File: src/rtl/input_debounce_capture_pkg.sv
// Shared types and helpers for the push-button / slide-switch input conditioning path.
package input_pkg;

    typedef enum logic {STABLE, PENDING} debounce_state_t;

    localparam int SYNC_STAGES = 2;

    // Counter only has to reach DEBOUNCE_CYCLES-1, so $clog2 bits are enough.
    function automatic int counter_width(input int cycles);
        return (cycles < 2) ? 1 : $clog2(cycles);
    endfunction

endpackage

File: src/rtl/input_debounce_capture_debounce_cell.sv
// One input bit: 2-flop synchroniser, optional inversion, STABLE/PENDING debounce FSM.
// rise_o is high in the cycle before level_o goes 0->1, so a consumer registering it lands on the same edge.
module debounce_cell
    import input_pkg::*;
#(
    parameter int DEBOUNCE_CYCLES = 500000,
    parameter bit INVERT          = 1'b0
) (
    input  logic clk,
    input  logic rst,
    input  logic raw_i,
    output logic level_o,
    output logic rise_o
);

    localparam int CNT_W = counter_width(DEBOUNCE_CYCLES);
    localparam logic [CNT_W-1:0] LAST_COUNT = CNT_W'(DEBOUNCE_CYCLES - 1);

    logic [SYNC_STAGES-1:0] sync_q;
    debounce_state_t        state_q;
    logic [CNT_W-1:0]       cnt_q;
    logic                   level_q;
    logic                   sample;
    logic                   differs;

    // Reset the synchroniser to the pin's idle level so release of reset is not seen as an edge.
    always_ff @(posedge clk or posedge rst) begin
        if (rst) begin
            sync_q <= {SYNC_STAGES{INVERT}};
        end else begin
            sync_q <= {sync_q[SYNC_STAGES-2:0], raw_i};
        end
    end

    assign sample  = sync_q[SYNC_STAGES-1] ^ INVERT;
    assign differs = (sample != level_q);

    always_ff @(posedge clk or posedge rst) begin
        if (rst) begin
            state_q <= STABLE;
            cnt_q   <= '0;
            level_q <= 1'b0;
        end else begin
            case (state_q)
                STABLE: begin
                    if (differs) begin
                        state_q <= PENDING;
                        cnt_q   <= CNT_W'(1);
                    end
                end
                PENDING: begin
                    if (!differs) begin
                        state_q <= STABLE;
                        cnt_q   <= '0;
                    end else if (cnt_q == LAST_COUNT) begin
                        level_q <= ~level_q;
                        state_q <= STABLE;
                        cnt_q   <= '0;
                    end else begin
                        cnt_q <= cnt_q + CNT_W'(1);
                    end
                end
                default: begin
                    state_q <= STABLE;
                    cnt_q   <= '0;
                end
            endcase
        end
    end

    assign level_o = level_q;
    assign rise_o  = (state_q == PENDING) && differs && (cnt_q == LAST_COUNT) && !level_q;

endmodule

File: src/rtl/input_debounce_capture.sv
// Debounced button/switch levels, sticky press-capture bits with write-one-to-clear,
// and a maskable registered interrupt request.
module input_debounce_capture
    import input_pkg::*;
#(
    parameter int N_BUTTONS       = 1,
    parameter int N_SWITCHES      = 2,
    parameter int DEBOUNCE_CYCLES = 500000
) (
    input  logic                  clk,
    input  logic                  rst,
    input  logic [N_BUTTONS-1:0]  button_raw,
    input  logic [N_SWITCHES-1:0] switch_raw,
    output logic [N_BUTTONS-1:0]  button_level,
    output logic [N_SWITCHES-1:0] switch_level,
    output logic [N_BUTTONS-1:0]  press_capture,
    input  logic                  clear_valid,
    input  logic [N_BUTTONS-1:0]  clear_mask,
    input  logic [N_BUTTONS-1:0]  irq_mask,
    output logic                  irq
);

    logic [N_BUTTONS-1:0]  button_rise;
    logic [N_SWITCHES-1:0] unused_switch_rise;
    logic [N_BUTTONS-1:0]  capture_q;
    logic [N_BUTTONS-1:0]  capture_d;
    logic [N_BUTTONS-1:0]  clear_bits;
    logic                  irq_q;
    logic                  irq_d;

    genvar gi;
    generate
        for (gi = 0; gi < N_BUTTONS; gi++) begin : g_button
            debounce_cell #(
                .DEBOUNCE_CYCLES(DEBOUNCE_CYCLES),
                .INVERT         (1'b1)
            ) u_cell (
                .clk    (clk),
                .rst    (rst),
                .raw_i  (button_raw[gi]),
                .level_o(button_level[gi]),
                .rise_o (button_rise[gi])
            );
        end
        for (gi = 0; gi < N_SWITCHES; gi++) begin : g_switch
            debounce_cell #(
                .DEBOUNCE_CYCLES(DEBOUNCE_CYCLES),
                .INVERT         (1'b0)
            ) u_cell (
                .clk    (clk),
                .rst    (rst),
                .raw_i  (switch_raw[gi]),
                .level_o(switch_level[gi]),
                .rise_o (unused_switch_rise[gi])
            );
        end
    endgenerate

    // A press landing on the same edge as its clear keeps the bit set.
    always_comb begin
        clear_bits = clear_valid ? clear_mask : '0;
        capture_d  = (capture_q & ~clear_bits) | button_rise;
        irq_d      = |(capture_q & irq_mask);
    end

    always_ff @(posedge clk or posedge rst) begin
        if (rst) begin
            capture_q <= '0;
            irq_q     <= 1'b0;
        end else begin
            capture_q <= capture_d;
            irq_q     <= irq_d;
        end
    end

    assign press_capture = capture_q;
    assign irq           = irq_q;

endmodule

File: config.mk
export PLATFORM = sky130hd
export DESIGN_NAME = input_debounce_capture
export DESIGN_NICKNAME = d
export VERILOG_FILES = /design/src/rtl/input_debounce_capture_pkg.sv /design/src/rtl/input_debounce_capture_debounce_cell.sv /design/src/rtl/input_debounce_capture.sv
export SDC_FILE = /design/constraint.sdc
export NUM_CORES = 1
export LEC_CHECK = 0
export CELL_PAD_IN_SITES_DETAIL_PLACEMENT = 1
export CELL_PAD_IN_SITES_GLOBAL_PLACEMENT = 1
export CORE_MARGIN = 2
export CORE_UTILIZATION = 34
export CTS_CLUSTER_SIZE = 8
export DETAILED_ROUTE_END_ITERATION = 10
export HOLD_SLACK_MARGIN = 0.02
export PLACE_DENSITY = 0.72
export SLEW_MARGIN = 30
export SYNTH_ARGS = -nofsm -noshare
export SYNTH_HDL_FRONTEND = slang
export SYNTH_HIERARCHICAL = 1
export SYNTH_SLANG_ARGS = --single-unit
File: constraint.sdc
create_clock -name clk -period 5.61 [get_ports clk]
set_input_delay 1.683 -clock clk [delete_from_list [all_inputs] [get_ports clk]]
set_output_delay 1.683 -clock clk [all_outputs]
set_load 0.02 [all_outputs]
==> flow_metrics.env, run 1 <==
export IMPL_setup_viol_count_final=0
export IMPL_drive_above_1_share_pct=9.40
export IMPL_fmax_mhz=324
export IMPL_syn_area_per_cell_um2=9.40
export IMPL_worstSetupEndpointType="output port"
export IMPL_routabilityCongestion=0.818
export IMPL_routedWlPerCell_um=17.5
export IMPL_critPathSlowestCell="clkdlybuf4s50_1"
export IMPL_path_clk_slew_ns=0.06
export IMPL_peakVddDrop_v=0.000245
export IMPL_grt_pass1_wl_mm=17.7
export IMPL_rsz0062_at_grt="false"
export IMPL_ctsHoldBuffers=0
export IMPL_root_buffer="clkbuf_16"
export IMPL_cp_max_fo=5
export IMPL_p_seq_share_pct=48.2
export IMPL_power_density_nw_per_um2=264
export IMPL_die_x_um=113
export IMPL_syn_nets=438
export IMPL_switching_share_pct=25.8
export IMPL_cts_tree="yes"
export IMPL_max_stage_delay_ns=0.64
export IMPL_worst_clock_skew_ns=0.00693
export IMPL_clockBufferDepth=2
export IMPL_overflow=0
export IMPL_final_util_pct=38.9
export IMPL_relSlewSlack_pct=43.9
export IMPL_io_buffers=12
export IMPL_io_pins=13
export IMPL_htreeDepth=3
export IMPL_p_leak_nw=1.79
export IMPL_syn_to_final_growth_pct=11.2
export IMPL_dp_hpwl_mm=6.96
export IMPL_report_final_slew_viol_count=0
export IMPL_p_sw_mw=0.304
export IMPL_period_needed_ns=3.09
export IMPL_stdcell_area_um2=4460
export IMPL_clock_sinks=71
export IMPL_post_cts_buffers=0
export IMPL_drt_iter0_drc=183
export IMPL_core_area_um2=11500
export IMPL_dr_pass1_iters=4
export IMPL_path_class="reg -> out"
export IMPL_hold_viol=0
export IMPL_hold_class="reg -> reg"
export IMPL_drtAntennaViolNets=0
export IMPL_placed_area_um2=4190
export IMPL_start_util_pct=35.0
export IMPL_grt_max_degree=27
export IMPL_syn_area_um2=4010
export IMPL_hold_ws_ns=0.350
export IMPL_arrival_ns=1.41
export IMPL_num_vias=3401
export IMPL_dpl_worst_slack_ns=2.59
export IMPL_antenna_found_initial=0
export IMPL_setup_ws_ns=2.52
export IMPL_synthCells=427
export IMPL_worst_slew_pin_slew_ns=0.836
export IMPL_fp_dieArea_um2=12700
export IMPL_p_clk_share_pct=44.8
export IMPL_crit_chain="clkdlybuf4s50_1"
export IMPL_fin_nets=442
export IMPL_status="completed"
export IMPL_fin_crit_sh_pct=55.1
export IMPL_drc=0
export IMPL_rows=39
export IMPL_worstPathRequired_ns=3.93
export IMPL_cts_buffers_inserted=9
export IMPL_routed_wl_mm=10.2
export IMPL_yosysWarnings=6
export IMPL_fin_setup_tns_ns=0
export IMPL_combPwrFrac_pct=7.0
export IMPL_drv_cap=0
export IMPL_track_usage_pct=17.1
export IMPL_path_buf_inv=1
export IMPL_diodes=0
export IMPL_clk_latency_ns=0.34
export IMPL_timing_critical_path_from_type="flop"
export IMPL_post_cts_resized_instances=0
export IMPL_p_int_mw=0.876
export IMPL_die_h_um=113
export IMPL_grt_pass1_vias=3433
export IMPL_crit_family="buffers and inverters"
export IMPL_viasPerCell=5.87
power groups by stage:
| stage | sequential, mW | clock [mW] | combinational, mW |
|---|---|---|---|
| 3_3_place_gp | 0.574 | 0 | 0.0778 |
| 2_1_floorplan | 0.567 | 0 | 0.0644 |
| 3_5_place_dp | 0.577 | 0 | 0.0834 |
| 4_1_cts | 0.569 | 0.545 | 0.0837 |
| 6_report | 0.569 | 0.529 | 0.0825 |
| 5_1_grt | 0.574 | 0.569 | 0.0934 |
through the flow:
stage          power [mW]  cells
6_report             1.18    579
3_5_place_dp        0.661    563
5_1_grt              1.24    579
4_1_cts              1.20    579
2_1_floorplan       0.632    427
3_3_place_gp        0.652    563
worst paths after layout:
| path | start | to | slack [ns] | depth (start not counted) |
|---|---|---|---|---|
| worst max-delay path | g_button[0].u_cell/level_o | button_level | 2.52 | 1 |
| worst min-delay path | g_switch[0].u_cell/sync_q[0] | g_switch[0].u_cell/sync_q[1] | 0.35 | 0 |
| worst max register to register | g_switch[1].u_cell/cnt_q[0] | g_switch[1].u_cell/cnt_q[10] | 3.09 | 7 |
| worst min register to register | g_switch[0].u_cell/sync_q[0] | g_switch[0].u_cell/sync_q[1] | 0.35 | 0 |
| max in group asynchronous | rst | g_switch[0].u_cell/cnt_q[2] | 3.33 | 2 |
| min in group asynchronous | rst | press_capture | 1.69 | 2 |
flip-flops by register name (all words and copies together) (netlist names):
register and cells:
g_switch.u_cell/level_o 2, g_switch.u_cell/state_q 2, g_button.u_cell/cnt_q 19, irq 1, g_switch.u_cell/cnt_q 38, press_capture 1
g_switch.u_cell/sync_q 4, g_button.u_cell/level_o 1, g_button.u_cell/sync_q 2, g_button.u_cell/state_q 1
layout make-up:
class	instances	area, um^2
Multi-Input combinational cell	321	2040
Clock inverter	6	36.3
Fill cell	1293	7000
Clock buffer	10	239
Inverter	13	48.8
Sequential cell	71	1780
Tap cell	143	179
Timing Repair Buffer	15	143
per-layer routing:
layer  part of all wire (%)  global-route usage (%)
met2                     49                    27.7
met3                    3.3                    4.37
met4                   0.90                    3.82
met1                     47                    23.0
met5                      0                       0
layout by cell type, fill, tap and decap left out, types with 3 or more instances in the layout:
| cell type | n |
|---|---|
| and2_1 | 6 |
| nor2_1 | 16 |
| nor4_1 | 6 |
| dfrtp_1 | 69 |
| nor3_1 | 11 |
| nand4_1 | 21 |
| o311ai_1 | 3 |
| clkbuf_16 | 9 |
| or2b_2 | 4 |
| clkdlybuf4s50_1 | 12 |
| nand2b_1 | 10 |
| o211ai_1 | 6 |
| or4_1 | 7 |
| or3_1 | 3 |
| o31ai_1 | 3 |
| nand3b_1 | 4 |
| a31oi_1 | 20 |
| xor2_1 | 6 |
| nand2_1 | 45 |
| ha_1 | 3 |
| inv_1 | 10 |
| and4_1 | 6 |
| a21oi_1 | 25 |
| o2111ai_1 | 6 |
| mux2i_1 | 5 |
| buf_4 | 3 |
| nand3_1 | 27 |
| clkinv_2 | 4 |
| or2_2 | 3 |
| and3_1 | 17 |
| nor4b_1 | 5 |
| o21ai_0 | 13 |
No activity file was read; power rests on OpenSTA's default activity.
==> run 2: changes to the inputs <==
- clock period: 5.61 -> 3 ns (I/O delays scaled with it)
==> flow_metrics.env, run 2 (same netlist as run 1, synthesis figures left out) <==
export IMPL_rsz0062_at_grt="false"
export IMPL_report_final_slew_viol_count=0
export IMPL_fin_nets=445
export IMPL_hold_class="reg -> reg"
export IMPL_fin_crit_sh_pct=82.7
export IMPL_largest_register_ffs=38
export IMPL_die_x_um=113
export IMPL_io_pins=13
export IMPL_viasPerCell=5.89
export IMPL_grt_pass1_vias=3522
export IMPL_final_cell_mix="dfrtp_1, nand2_1, nand3_1"
export IMPL_crit_family="compound AO/OA/AOI/OAI gates"
export IMPL_drive_above_1_share_pct=9.34
export IMPL_dr_pass1_iters=6
export IMPL_relSlewSlack_pct=42.0
export IMPL_dp_hpwl_mm=7.11
export IMPL_clock_sinks=71
export IMPL_post_cts_resized_instances=0
export IMPL_status="completed"
export IMPL_num_vias=3426
export IMPL_diodes=0
export IMPL_hold_viol=0
export IMPL_fin_setup_tns_ns=0
export IMPL_clockBufferDepth=2
export IMPL_max_stage_delay_ns=0.71
export IMPL_overflow=0
export IMPL_final_common_cell="dfrtp_1"
export IMPL_fp_dieArea_um2=12700
export IMPL_grt_max_degree=32
export IMPL_crit_start="g_switch[0].u_cell/cnt_q[0]"
export IMPL_n_fill_cell=1302
export IMPL_drtAntennaViolNets=0
export IMPL_fmax_mhz=403
export IMPL_reg2reg_from="g_switch[0].u_cell/cnt_q[0]"
export IMPL_path_buf_inv=1
export IMPL_track_usage_pct=17.7
export IMPL_peakVddDrop_v=0.000469
export IMPL_die_h_um=113
export IMPL_routed_wl_mm=10.5
export IMPL_rows=39
export IMPL_routabilityCongestion=0.791
export IMPL_post_cts_buffers=0
export IMPL_crit_chain="ha_1, nand4_1, nor3_1, a21oi_2, buf_4, or2b_1, a31oi_1"
export IMPL_path_class="reg -> reg"
export IMPL_start_util_pct=35.0
export IMPL_hold_ws_ns=0.346
export IMPL_cts_buffers_inserted=9
export IMPL_cp_max_fo=20
export IMPL_worst_slew_pin_slew_ns=0.869
export IMPL_io_buffers=12
export IMPL_worstPathRequired_ns=3.26
export IMPL_worst_clock_skew_ns=0.00850
export IMPL_clk_latency_ns=0.34
export IMPL_grt_pass1_wl_mm=18.1
export IMPL_drt_iter0_drc=209
export IMPL_min_from="g_switch[0].u_cell/sync_q[0]"
export IMPL_routedWlPerCell_um=18.1
export IMPL_power_density_nw_per_um2=538
export IMPL_ctsHoldBuffers=0
export IMPL_syn_to_final_growth_pct=13.5
export IMPL_setup_viol_count_final=0
export IMPL_path_clk_slew_ns=0.06
export IMPL_antenna_found_initial=0
export IMPL_drc=0
export IMPL_cts_tree="yes"
export IMPL_drv_cap=0
export IMPL_period_needed_ns=2.48
export IMPL_regMostFlops="g_switch.u_cell/cnt_q"
export IMPL_p_leak_nw=1.85
export IMPL_reg_top3="g_switch.u_cell/cnt_q (38), g_button.u_cell/cnt_q (19), g_switch.u_cell/sync_q (4)"
export IMPL_critPathSlowestCell="a21oi_2"
export IMPL_root_buffer="clkbuf_16"
export IMPL_timing_critical_path_from_type="flop"
export IMPL_core_area_um2=11500
export IMPL_htreeDepth=3
export IMPL_worstSetupEndpointType="flop"
export IMPL_arrival_ns=2.74
run 2: changes by cell type in the layout (fill, tap and decap cells not counted), sizes merged:
cell | before | now
bufinv | 0 | 3
clkinvlp | 1 | 0
inv | 11 | 13
clkinv | 7 | 3
buf | 3 | 6
run 2: per-layer routing:
layer  share of wire, %  routed length [um]  GRT usage (%)  vias to the layer above
li1                   -                   -              -                     1624
met1                 47                4960           22.9                     1757
met2                 49                5150           28.9                       37
met3                2.9                 305           5.24                        8
met4               0.91                  96           5.37                        0
met5                  0                   0              0                        -
run 2: worst paths after layout:
kind / to / cells after the start / slack, ns
max: g_switch[0].u_cell/cnt_q[12] / 7 / 0.52
min: g_switch[0].u_cell/sync_q[1] / 0 / 0.35
max reg2reg: g_switch[0].u_cell/cnt_q[12] / 7 / 0.52
min reg2reg: g_switch[0].u_cell/sync_q[1] / 0 / 0.35
max in group asynchronous: g_button[0].u_cell/sync_q[0] / 3 / 1.66
min in group asynchronous: press_capture / 2 / 0.84
run 2: layout make-up:
type                       count  area (um^2)  share of cell area [%]
multi-input combinational    321         2040                    44.9
sequential                    71         1780                    39.1
clock buffer                  10          229                    5.03
tap                          143          179                    3.93
timing repair buffer          18          165                    3.63
clock inverter                 6          109                    2.39
inverter                      13         48.8                    1.07
run 2: through the flow:
step	total power [mW]	setup slack (ns)	cells	instance area (um^2)	util, %
3_5_place_dp	1.24	0.532	566	4220	36.8
3_3_place_gp	1.23	0.604	566	4210	36.7
6_report	2.45	0.520	582	4550	39.7
5_1_grt	2.56	0.320	582	4550	39.7
4_1_cts	2.49	0.533	582	4550	39.7
2_1_floorplan	1.18	1.06	427	4010	-
run 2: power by group:
| group | leakage, nW | internal [mW] | switching [mW] |
|---|---|---|---|
| registers | 0.958 | 1.00 | 0.0595 |
| logic | 0.722 | 0.0605 | 0.0987 |
| clock network | 0.166 | 0.811 | 0.416 |
